<file path="src/rtl/button_conditioner.sv">
// Conditions the five raw board buttons: 2-FF synchronise, debounce, detect rising edges.
// Also derives the Pac-Man direction register and the pause toggle from the debounced rises.
module button_conditioner #(
  parameter int DEBOUNCE_CYCLES = 500000,
  parameter int CNT_W           = 20
) (
  input  logic       clk,
  input  logic       reset,
  input  logic       btnU,
  input  logic       btnL,
  input  logic       btnR,
  input  logic       btnD,
  input  logic       btnP,
  output logic [4:0] btn_level,
  output logic [4:0] btn_rise,
  output logic [1:0] dir,
  output logic       dir_change,
  output logic       pause
);

  localparam int NB = 5;
  localparam logic [CNT_W-1:0] CNT_LAST = CNT_W'(DEBOUNCE_CYCLES - 1);

  localparam logic [1:0] DIR_UP    = 2'b00;
  localparam logic [1:0] DIR_RIGHT = 2'b01;
  localparam logic [1:0] DIR_LEFT  = 2'b10;
  localparam logic [1:0] DIR_DOWN  = 2'b11;

  logic [NB-1:0]    raw;
  logic [NB-1:0]    sync1_q, sync2_q;
  logic [NB-1:0]    stable_q, stable_d;
  logic [NB-1:0]    rise_q, rise_d;
  logic [CNT_W-1:0] cnt_q [NB];
  logic [CNT_W-1:0] cnt_d [NB];

  logic [1:0] dir_q, dir_d;
  logic       dir_change_q, dir_change_d;
  logic       pause_q, pause_d;

  logic       vert_ok, horz_ok, req_vld;
  logic [1:0] req_dir;

  // Bit order {P,D,R,L,U}
  assign raw = {btnP, btnD, btnR, btnL, btnU};

  // Debounce: a mismatch must persist DEBOUNCE_CYCLES samples before the level flips
  always_comb begin
    stable_d = stable_q;
    rise_d   = '0;
    for (int i = 0; i < NB; i++) begin
      cnt_d[i] = '0;
      if (sync2_q[i] != stable_q[i]) begin
        if (cnt_q[i] == CNT_LAST) begin
          stable_d[i] = sync2_q[i];
          rise_d[i]   = sync2_q[i];
        end else begin
          cnt_d[i] = cnt_q[i] + CNT_W'(1);
        end
      end
    end
  end

  // Opposing rises in the same cycle cancel; vertical wins over horizontal
  always_comb begin
    vert_ok      = rise_q[0] ^ rise_q[3];
    horz_ok      = rise_q[1] ^ rise_q[2];
    req_vld      = vert_ok | horz_ok;
    req_dir      = vert_ok ? (rise_q[0] ? DIR_UP : DIR_DOWN)
                           : (rise_q[1] ? DIR_LEFT : DIR_RIGHT);
    dir_change_d = req_vld && !pause_q && (req_dir != dir_q);
    dir_d        = dir_change_d ? req_dir : dir_q;
    pause_d      = pause_q ^ rise_q[4];
  end

  always_ff @(posedge clk) begin
    if (reset) begin
      sync1_q      <= '0;
      sync2_q      <= '0;
      stable_q     <= '0;
      rise_q       <= '0;
      dir_q        <= DIR_RIGHT;
      dir_change_q <= 1'b0;
      pause_q      <= 1'b0;
      for (int i = 0; i < NB; i++) cnt_q[i] <= '0;
    end else begin
      sync1_q      <= raw;
      sync2_q      <= sync1_q;
      stable_q     <= stable_d;
      rise_q       <= rise_d;
      dir_q        <= dir_d;
      dir_change_q <= dir_change_d;
      pause_q      <= pause_d;
      for (int i = 0; i < NB; i++) cnt_q[i] <= cnt_d[i];
    end
  end

  assign btn_level  = stable_q;
  assign btn_rise   = rise_q;
  assign dir        = dir_q;
  assign dir_change = dir_change_q;
  assign pause      = pause_q;

endmodule

</file>
<file path="config.mk">
export PLATFORM = sky130hd
export DESIGN_NAME = button_conditioner
export DESIGN_NICKNAME = d
export VERILOG_FILES = /design/src/rtl/button_conditioner.sv
export SDC_FILE = /design/constraint.sdc
export NUM_CORES = 1
export LEC_CHECK = 0
export BUFFER_PORTS_ARGS = -buffer_cell sky130_fd_sc_hd__buf_2
export CAP_MARGIN = 20
export CORE_AREA = 5 5 102 104
export DETAILED_ROUTE_END_ITERATION = 7
export DIE_AREA = 0 0 107 109
export PLACE_DENSITY = 0.87
export RECOVER_POWER = 25
export REMOVE_ABC_BUFFERS = 1
export SYNTH_ARGS = -nofsm -noshare
export SYNTH_HDL_FRONTEND = slang
export SYNTH_SLANG_ARGS = --single-unit
export TNS_END_PERCENT = 30
</file>
<file path="constraint.sdc">
create_clock -name clk -period 2.3 [get_ports clk]
set_input_delay 0.115 -clock clk [delete_from_list [all_inputs] [get_ports clk]]
set_output_delay 0.115 -clock clk [all_outputs]
set_load 0.02 [all_outputs]
</file>
Yosys cells after proc, flatten, opt, wreduce, memory -nomap -nowiden --
Memory sizes are Yosys's and may differ from the RTL's. Index checks and enable logic that the tools add are counted.
Operators by class: add/subtract/negate cells 5, equality and inequality tests 11, muxes and demuxes 21, bitwise gates (word level) 19, reduce and logical (&&, ||, !) cells 13
Operators with widths (count):
- $mux W20 | 15
- $add A20 B1 Y20 const B | 5
- $eq A20 B19 Y1 const B | 5
- $reduce_or A3 Y1 | 5
- $not A1 Y1 | 10
- $reduce_and A2 Y1 | 5
- $mux W2 | 3
- $or A1 B1 Y1 | 6
- $ne A1 B1 Y1 | 5
- $mux W1 | 3
- $xor A1 B1 Y1 | 3
- $logic_and A1 B1 Y1 | 2
- $ne A2 B2 Y1 | 1
- $logic_not A1 Y1 | 1
Storage, ports and cells: register bits after elaboration 24, RAM bits 100, input port bits 7, output and inout bits 14, logic and storage cells 85, memories 1
Memories:
- cnt_q | words 5, width 20, rd ports 5, clocked after Yosys merged registers in 0, wr ports 5, line 33 | logic [CNT_W-1:0] cnt_q [NB];

Depth between registers and ports, before layout --
Gate-level depths: netlist (run 1).
word-level depth 4, gate-level depth with buffers 7, mapped depth without buffers 5

Worst setup path after synthesis (run 1) --
No wires, ideal clock.
path kind register -> register, start memory cnt_q[4][0], in the netlist cnt_q[0][80], end memory cnt_q[4][6], in the netlist cnt_q[0][86], setup time 0.128 ns, arrival time 1.812 ns, required time 2.172 ns, setup slack 0.360 ns, stages on the path, launching flop included 7, buffers on the path 1, period minus slack after synthesis 1.940 ns, cell sequence dfxtp_1 ha_1 nand4_1 or2_2 o21bai_2 clkbuf_1 nor2_1
RTL lines (line):
- from (decl) | 33

==> reports/metrics.cfg, run 1 <==
[timing]
finalSetupViolations=0
slew_viol_final=0
achievable-frequency_ghz=0.4771
fin_hold_viols=0
grt_setup_unrepaired=no
post-route-period-util_pct=91.13
max_slew.worst_pin.slew_ns=0.8822
finalWorstSetupSlack_ns=0.2041
clock_skew_ns=0.007749
post-route-min-period_ns=2.096
totalNegativeSetupSlack_ns=0
slew-limit-headroom_pct=41.19

[clocking]
cts.sinks=124
clkLatencyLatePin_ns=0.52
clock_path_buffers=2
clock_tree.root_cell=clkbuf_8
ctsHtreeMaxLevel=4
cts_made_buffers=17
tritoncts_clock_tree=built
cts_post_setup_buffers_inserted=0
clkSlewWorstSetupHoldPaths_ns=0.05
cts_resized=0

[detailed_routing]
highest_layer=met4
drc=0
routed_via_density=5.926
met3RoutedLength_um=509
met1_length_um=5183
met2_wirelength_um=6073
initialDrtViolationCount=305
detail-route-antenna-nets=0
routed_wl_um=11980
route.vias.total=4628
route.detailed.wl_per_inst_um=15.34
drt_first_pass_iters=4

[global_routing]
globalRouteTotalUtil_pct=22.07
antenna_found_initial=0
global_route.overflow_total=0
grt_start_max_net_pins=20
first_global_vias=4563
grt_pass1_wl_um=20700

[place]
postPlaceCellArea_mm2=0.005694
place.gp.congestion=0.8709
dp_slack_ns=0.2549
half_perimeter_wire_length_after_detailed_placement_um=7894
port-buffer-count=20

[logic_synthesis]
post_synth_inst_count=616
synth_enable_flop_cells=0
synth_area_per_cell_um2=8.860
seq_area_frac_synth_pct=45.48
synth_async_reset_ratio_pct=0
synth-seq-cells=124
netlist_area_mm2=0.005458
synth.yosys.warnings=0
dominant_register_cell_in_the_synthesized_netlist=dfxtp_1
ys_types=47

[floorplan]
die_area_mm2=0.01166
floorplan.initialDensity_pct=57.70
dieHeight_um=109
num_io_pins=21
placementRows=36
core_ar_mm2=0.009459
dieWidth_um=107

[worst_setup_path]
crit_path_max_fanout=10
crit_arrival_ns=2.54
critPathCaptureType=flop
critical_path_class=flop to flop
worst-endpoint-required_ns=2.74
cp-start-kind=flop

[cells_and_area]
insertedDiodeCount=0
final.fill_count=713
layout.cell_area.non_filler_mm2=0.006366
post_route_cells_drive_above_1_share_pct=7.796
area_growth_pct=16.64
num-nets-final=666

[power_and_ir_drop]
vdd.ir_drop.worst_mv=0.4540
power_per_unit_of_standard_cell_area_mw_per_mm2=789.9
power.static_leakage_nw=1.989

[run_status]
run_status=finished clean

[worst_hold_path]
min_path_type=primary input to flop

[run]
drv_cap=0

-- power breakdown --
| part | switching (mW) | leakage [nW] | internal, mW |
|---|---|---|---|
| registers | 0.00609 | 1.00 | 2.16 |
| clock network | 0.881 | 0.304 | 1.92 |
| logic | 0.0320 | 0.684 | 0.0255 |
| total | 0.919 | 1.99 | 4.11 |
-- state kept, by name, summed over array words and instances, names as in the netlist --
register	count
btn_level	5
btn_rise	5
cnt_q	100
dir	2
dir_change	1
pause	1
sync1_q	5
sync2_q	5
-- cells by family after synthesis --
| kind of cell | count (synthesis) | synth area share (%) |
|---|---|---|
| AO/OA/AOI/OAI | 80 | 8.780 |
| XOR/XNOR | 67 | 10.75 |
| adder cells (fa/ha/maj) | 6 | 1.330 |
| buffers and inverters | 36 | 2.590 |
| flip-flops | 124 | 45.48 |
| multiplexers | 1 | 0.1834 |
| AND/OR/NAND/NOR | 302 | 30.88 |
-- final cells by class --
class | instances | area (um^2) | share of cell area (%)
Clock inverter | 7 | 160.2 | 2.516
Sequential cell | 124 | 2482 | 38.99
Timing Repair Buffer | 35 | 207.7 | 3.263
Inverter | 20 | 75.07 | 1.179
Multi-Input combinational cell | 456 | 2834 | 44.52
Tap cell | 114 | 142.6 | 2.241
Clock buffer | 25 | 464.2 | 7.292
-- placed cells by master (no fill, tap or decap), types with 2 or more instances in the layout --
| cell | count |
|---|---|
| dfxtp_1 | 124 |
| nor2_1 | 81 |
| a21oi_1 | 35 |
| xor2_1 | 34 |
| nand2_1 | 33 |
| xnor2_1 | 33 |
| nand4_1 | 32 |
| nand3_1 | 26 |
| clkbuf_1 | 22 |
| inv_1 | 20 |
| or4_1 | 20 |
| nor4_1 | 19 |
| o31ai_1 | 17 |
| o21ai_0 | 17 |
| clkbuf_16 | 16 |
| and4_1 | 14 |
| nor3_1 | 14 |
| or3_1 | 14 |
| nor2b_1 | 13 |
| nand2b_1 | 9 |
| dlygate4sd3_1 | 7 |
| buf_4 | 7 |
| and3_1 | 6 |
| ha_1 | 5 |
| bufinv_16 | 5 |
| buf_2 | 5 |
| or2_2 | 3 |
| and2_1 | 3 |
| clkbuf_8 | 3 |
| nor3b_1 | 2 |
| a31o_2 | 2 |
| a211oi_1 | 2 |
| nand4_2 | 2 |
| a21o_1 | 2 |
| clkinv_2 | 2 |
-- path summary, 6_finish.rpt --
kind	endpoint	cells past startpoint	slack (ns)	start
hold / removal	sync1_q[2]	3	0.33	btnR
setup reg to reg	cnt_q[0][19]	4	0.20	cnt_q[0][9]
setup / recovery	cnt_q[0][19]	4	0.20	cnt_q[0][9]
hold reg to reg	sync2_q[0]	1	0.43	sync1_q[0]
-- synth_stat cells, drive strengths merged (10+ instances only) --
| master | number | area, um^2 |
|---|---|---|
| nand3 | 27 | 147.6 |
| nand2 | 33 | 123.9 |
| or3 | 14 | 87.58 |
| nor3 | 14 | 70.07 |
| o31ai | 17 | 127.6 |
| nor4 | 19 | 118.9 |
| dfxtp | 124 | 2482 |
| or4 | 20 | 150.1 |
| clkbuf | 10 | 37.54 |
| a21oi | 35 | 175.2 |
| nand4 | 35 | 246.5 |
| nor2 | 81 | 304.0 |
| nor2b | 13 | 81.33 |
| xnor2 | 33 | 289.0 |
| o21ai | 19 | 98.85 |
| inv | 20 | 75.07 |
| xor2 | 34 | 297.8 |
| and4 | 14 | 122.6 |
-- critical path, cell delays in order (launching register included) --
cell     delay (ns)
dfxtp_1        0.45
nand4_2        0.18
or4_1          0.69
or4_1          0.53
a21oi_1        0.16
-- metrics by stage --
step	power (mW)	utilization, %	hold slack, ns	cells
floorplan	2.235	-	0.1841	600
global placement	2.259	60.20	0.3314	742
detailed placement	2.261	60.20	0.3280	742
CTS	5.067	67.54	0.3167	781
global route	5.182	67.30	0.3466	781
finish	5.028	67.30	0.3293	781
-- repair_timing --
action	4_1_cts	5_1_grt
endpoints found under the setup margin	0	0
hold buffers	7	0
hold endpoints to repair	10	0
-- layer usage --
metal  up-vias  GRT usage [%]
li1       2293              -
met1      2206          24.66
met2       102          39.21
met3        27          7.105
met4         0          8.493
met5         -              0
Power figures use the tool's default switching activity.
==> run 2: changes to the inputs <==
CTS_BUF_LIST = sky130_fd_sc_hd__clkbuf_8 sky130_fd_sc_hd__clkbuf_16   (was not set)
==> reports/metrics.cfg, run 2 (synthesized netlist as in run 1, its figures left out) <==
[power_and_ir_drop]
seqPwrFrac_pct=43.3  ; +0.2 points
power_per_unit_of_standard_cell_area_mw_per_mm2=786.2  ; -0.47%
power_report.internal_total_mw=4.083  ; -0.66%
p_total_mw=5.005  ; -0.47%
power.static_leakage_nw=2.014  ; +1.3%
comb_power_share_pct=1.1  ; about the same
clkPwrFrac_pct=55.6  ; -0.2 points
power_switching_share_pct=18.43  ; +0.16 points
vdd.ir_drop.worst_mv=0.4539  ; about the same
p_switching_uw=922.4  ; +0.39%

[cells_and_area]
area_growth_pct=16.64  ; unchanged
flip_flop_count_of_the_largest_register_after_layout=100  ; unchanged
most-common-layout-cells=dfxtp_1 (124), nor2_1 (81), a21oi_1 (35)
final.fill_count=713  ; unchanged
register_with_the_most_flip_flops=cnt_q
finalNonFillerCells=781  ; unchanged
layout.cells.most_common=dfxtp_1
num-nets-final=666  ; unchanged
post_route_cells_drive_above_1_share_pct=7.796  ; unchanged
insertedDiodeCount=0  ; unchanged

[detailed_routing]
initialDrtViolationCount=310  ; +1.6%
routed_wl_um=11990  ; about the same
routed_via_density=5.945  ; +0.32%
route.detailed.wl_per_inst_um=15.35  ; about the same
route.vias.total=4643  ; +0.32%
detail-route-antenna-nets=0  ; unchanged
drt_first_pass_iters=4  ; unchanged
drc=0  ; unchanged

[clocking]
clkSlewWorstSetupHoldPaths_ns=0.05  ; about the same
cts.sinks=124  ; unchanged
cts_post_setup_buffers_inserted=0  ; unchanged
tritoncts_clock_tree=built
clkLatencyLatePin_ns=0.52  ; about the same
ctsHtreeMaxLevel=4  ; unchanged
post_cts_hold_buffer_count=7  ; unchanged
clock_tree.root_cell=clkbuf_8
cts_resized=0  ; unchanged
cts_made_buffers=17  ; unchanged
clock_path_buffers=2  ; unchanged

[global_routing]
first_global_vias=4563  ; unchanged
antenna_found_initial=0  ; unchanged
global_route.overflow_total=0  ; unchanged
grt_pass1_wl_um=20700  ; unchanged
grt_start_max_net_pins=20  ; unchanged
globalRouteTotalUtil_pct=22.07  ; unchanged

[timing]
fin_hold_viols=0  ; unchanged
finalSetupViolations=0  ; unchanged
post-route-period-util_pct=90.78  ; -0.35 points
slew_viol_final=0  ; unchanged
max_slew.worst_pin.slew_ns=0.8661  ; -0.01604 ns
totalNegativeSetupSlack_ns=0  ; unchanged
slew-limit-headroom_pct=42.26  ; +1.1 points
clock_skew_ns=0.008462  ; +0.0007138 ns
grt_setup_unrepaired=no
achievable-frequency_ghz=0.4790  ; +0.39%
post-route-min-period_ns=2.088  ; -0.008041 ns

[worst_hold_path]
min_path_type=primary input to flop

[floorplan]
core_ar_mm2=0.009459  ; unchanged
floorplan.initialDensity_pct=57.70  ; unchanged
dieHeight_um=109  ; unchanged
placementRows=36  ; unchanged
die_area_mm2=0.01166  ; unchanged
dieWidth_um=107  ; unchanged
num_io_pins=21  ; unchanged

[place]
port-buffer-count=20  ; unchanged
half_perimeter_wire_length_after_detailed_placement_um=7894  ; unchanged
place.gp.congestion=0.8709  ; unchanged
place_inst=742  ; unchanged

[run_status]
run_status=finished clean

[worst_setup_path]
crit_arrival_ns=2.53  ; about the same
worstPathCellList=nand4_2, or4_1, or4_1, a21oi_1
worst-endpoint-required_ns=2.74  ; about the same
crit_path_top_delay_cell=or4_1
regToRegEndpoint=cnt_q[0][19]
r2r_start=cnt_q[0][9]
critical_path_class=flop to flop
worst-path-stages=4  ; unchanged
critPathCaptureType=flop
critical_path.endpoint=cnt_q[0][19]
peak_per_stage_delay_on_the_critical_path_ns=0.69  ; about the same
critPathMostFrequentCell=or4_1
crit_buf_inv=0  ; unchanged
worst_path_dominant_cell_family=simple AND/OR/NAND/NOR gates
crit_path_max_fanout=10  ; unchanged
reg2reg_depth=4  ; unchanged
setup_slack_of_the_worst_register_to_register_path_ns=0.21  ; about the same
cp-startpoint=cnt_q[0][9]
cp-start-kind=flop

[run]
drv_cap=0  ; unchanged

==> run 2: changes by cell type in the layout (fill, tap and decap cells not counted), sizes merged <==
cell	delta
inv	+6
clkbuf	-6
==> run 2: stage by stage <==
stage / worst slack (ns) / instance area [um^2] / hold slack (ns) / util (%)
4_1_cts: 0.2265 / 6389 / 0.3165 / 67.54
2_1_floorplan: 0.02243 / 5391 / 0.1841 / -
3_3_place_gp: 0.3769 / 5694 / 0.3314 / 60.20
6_report: 0.2121 / 6366 / 0.3284 / 67.30
5_1_grt: 0.08810 / 6366 / 0.3466 / 67.30
3_5_place_dp: 0.2549 / 5694 / 0.3280 / 60.20
==> run 2: metal layers <==
| layer | global-route usage (%) | wire length [um] |
|---|---|---|
| met1 | 24.66 | 5154 |
| met5 | 0 | 0 |
| met3 | 7.105 | 524 |
| met2 | 39.21 | 6096 |
| met4 | 8.493 | 214 |
==> run 2: area by class of cell <==
class	count	area, um^2	share of cell area (%)
Clock buffer	19	441.7	6.938
Clock inverter	13	182.7	2.869
Inverter	20	75.07	1.179
Multi-Input combinational cell	456	2834	44.52
Sequential cell	124	2482	38.99
Tap cell	114	142.6	2.241
Timing Repair Buffer	35	207.7	3.263
==> run 2: power by group through the flow <==
| stage | logic, mW | clock network, mW | registers (mW) |
|---|---|---|---|
| global route | 0.0642 | 2.93 | 2.17 |
| detailed placement | 0.0486 | 0 | 2.21 |
| global placement | 0.0470 | 0 | 2.21 |
| CTS | 0.0586 | 2.82 | 2.17 |
| finish | 0.0574 | 2.78 | 2.17 |
| floorplan | 0.0246 | 0 | 2.21 |
==> run 2: worst min-delay path by stage <==
| stage | endpoint | start | cells after the start |
|---|---|---|---|
| after floorplan | btn_level[0] | reset | 1 |
| after global placement | sync1_q[2] | btnR | 2 |
| after detailed placement | sync1_q[2] | btnR | 2 |
| after CTS | sync1_q[2] | btnR | 3 |
| after global routing | sync1_q[1] | btnL | 3 |
| final | sync1_q[2] | btnR | 3 |
==> run 2: tightest hold or removal path: stages <==
cell and delay [ns]:
dlygate4sd3_1 0.51, buf_2 0.09, nor2b_1 0.10
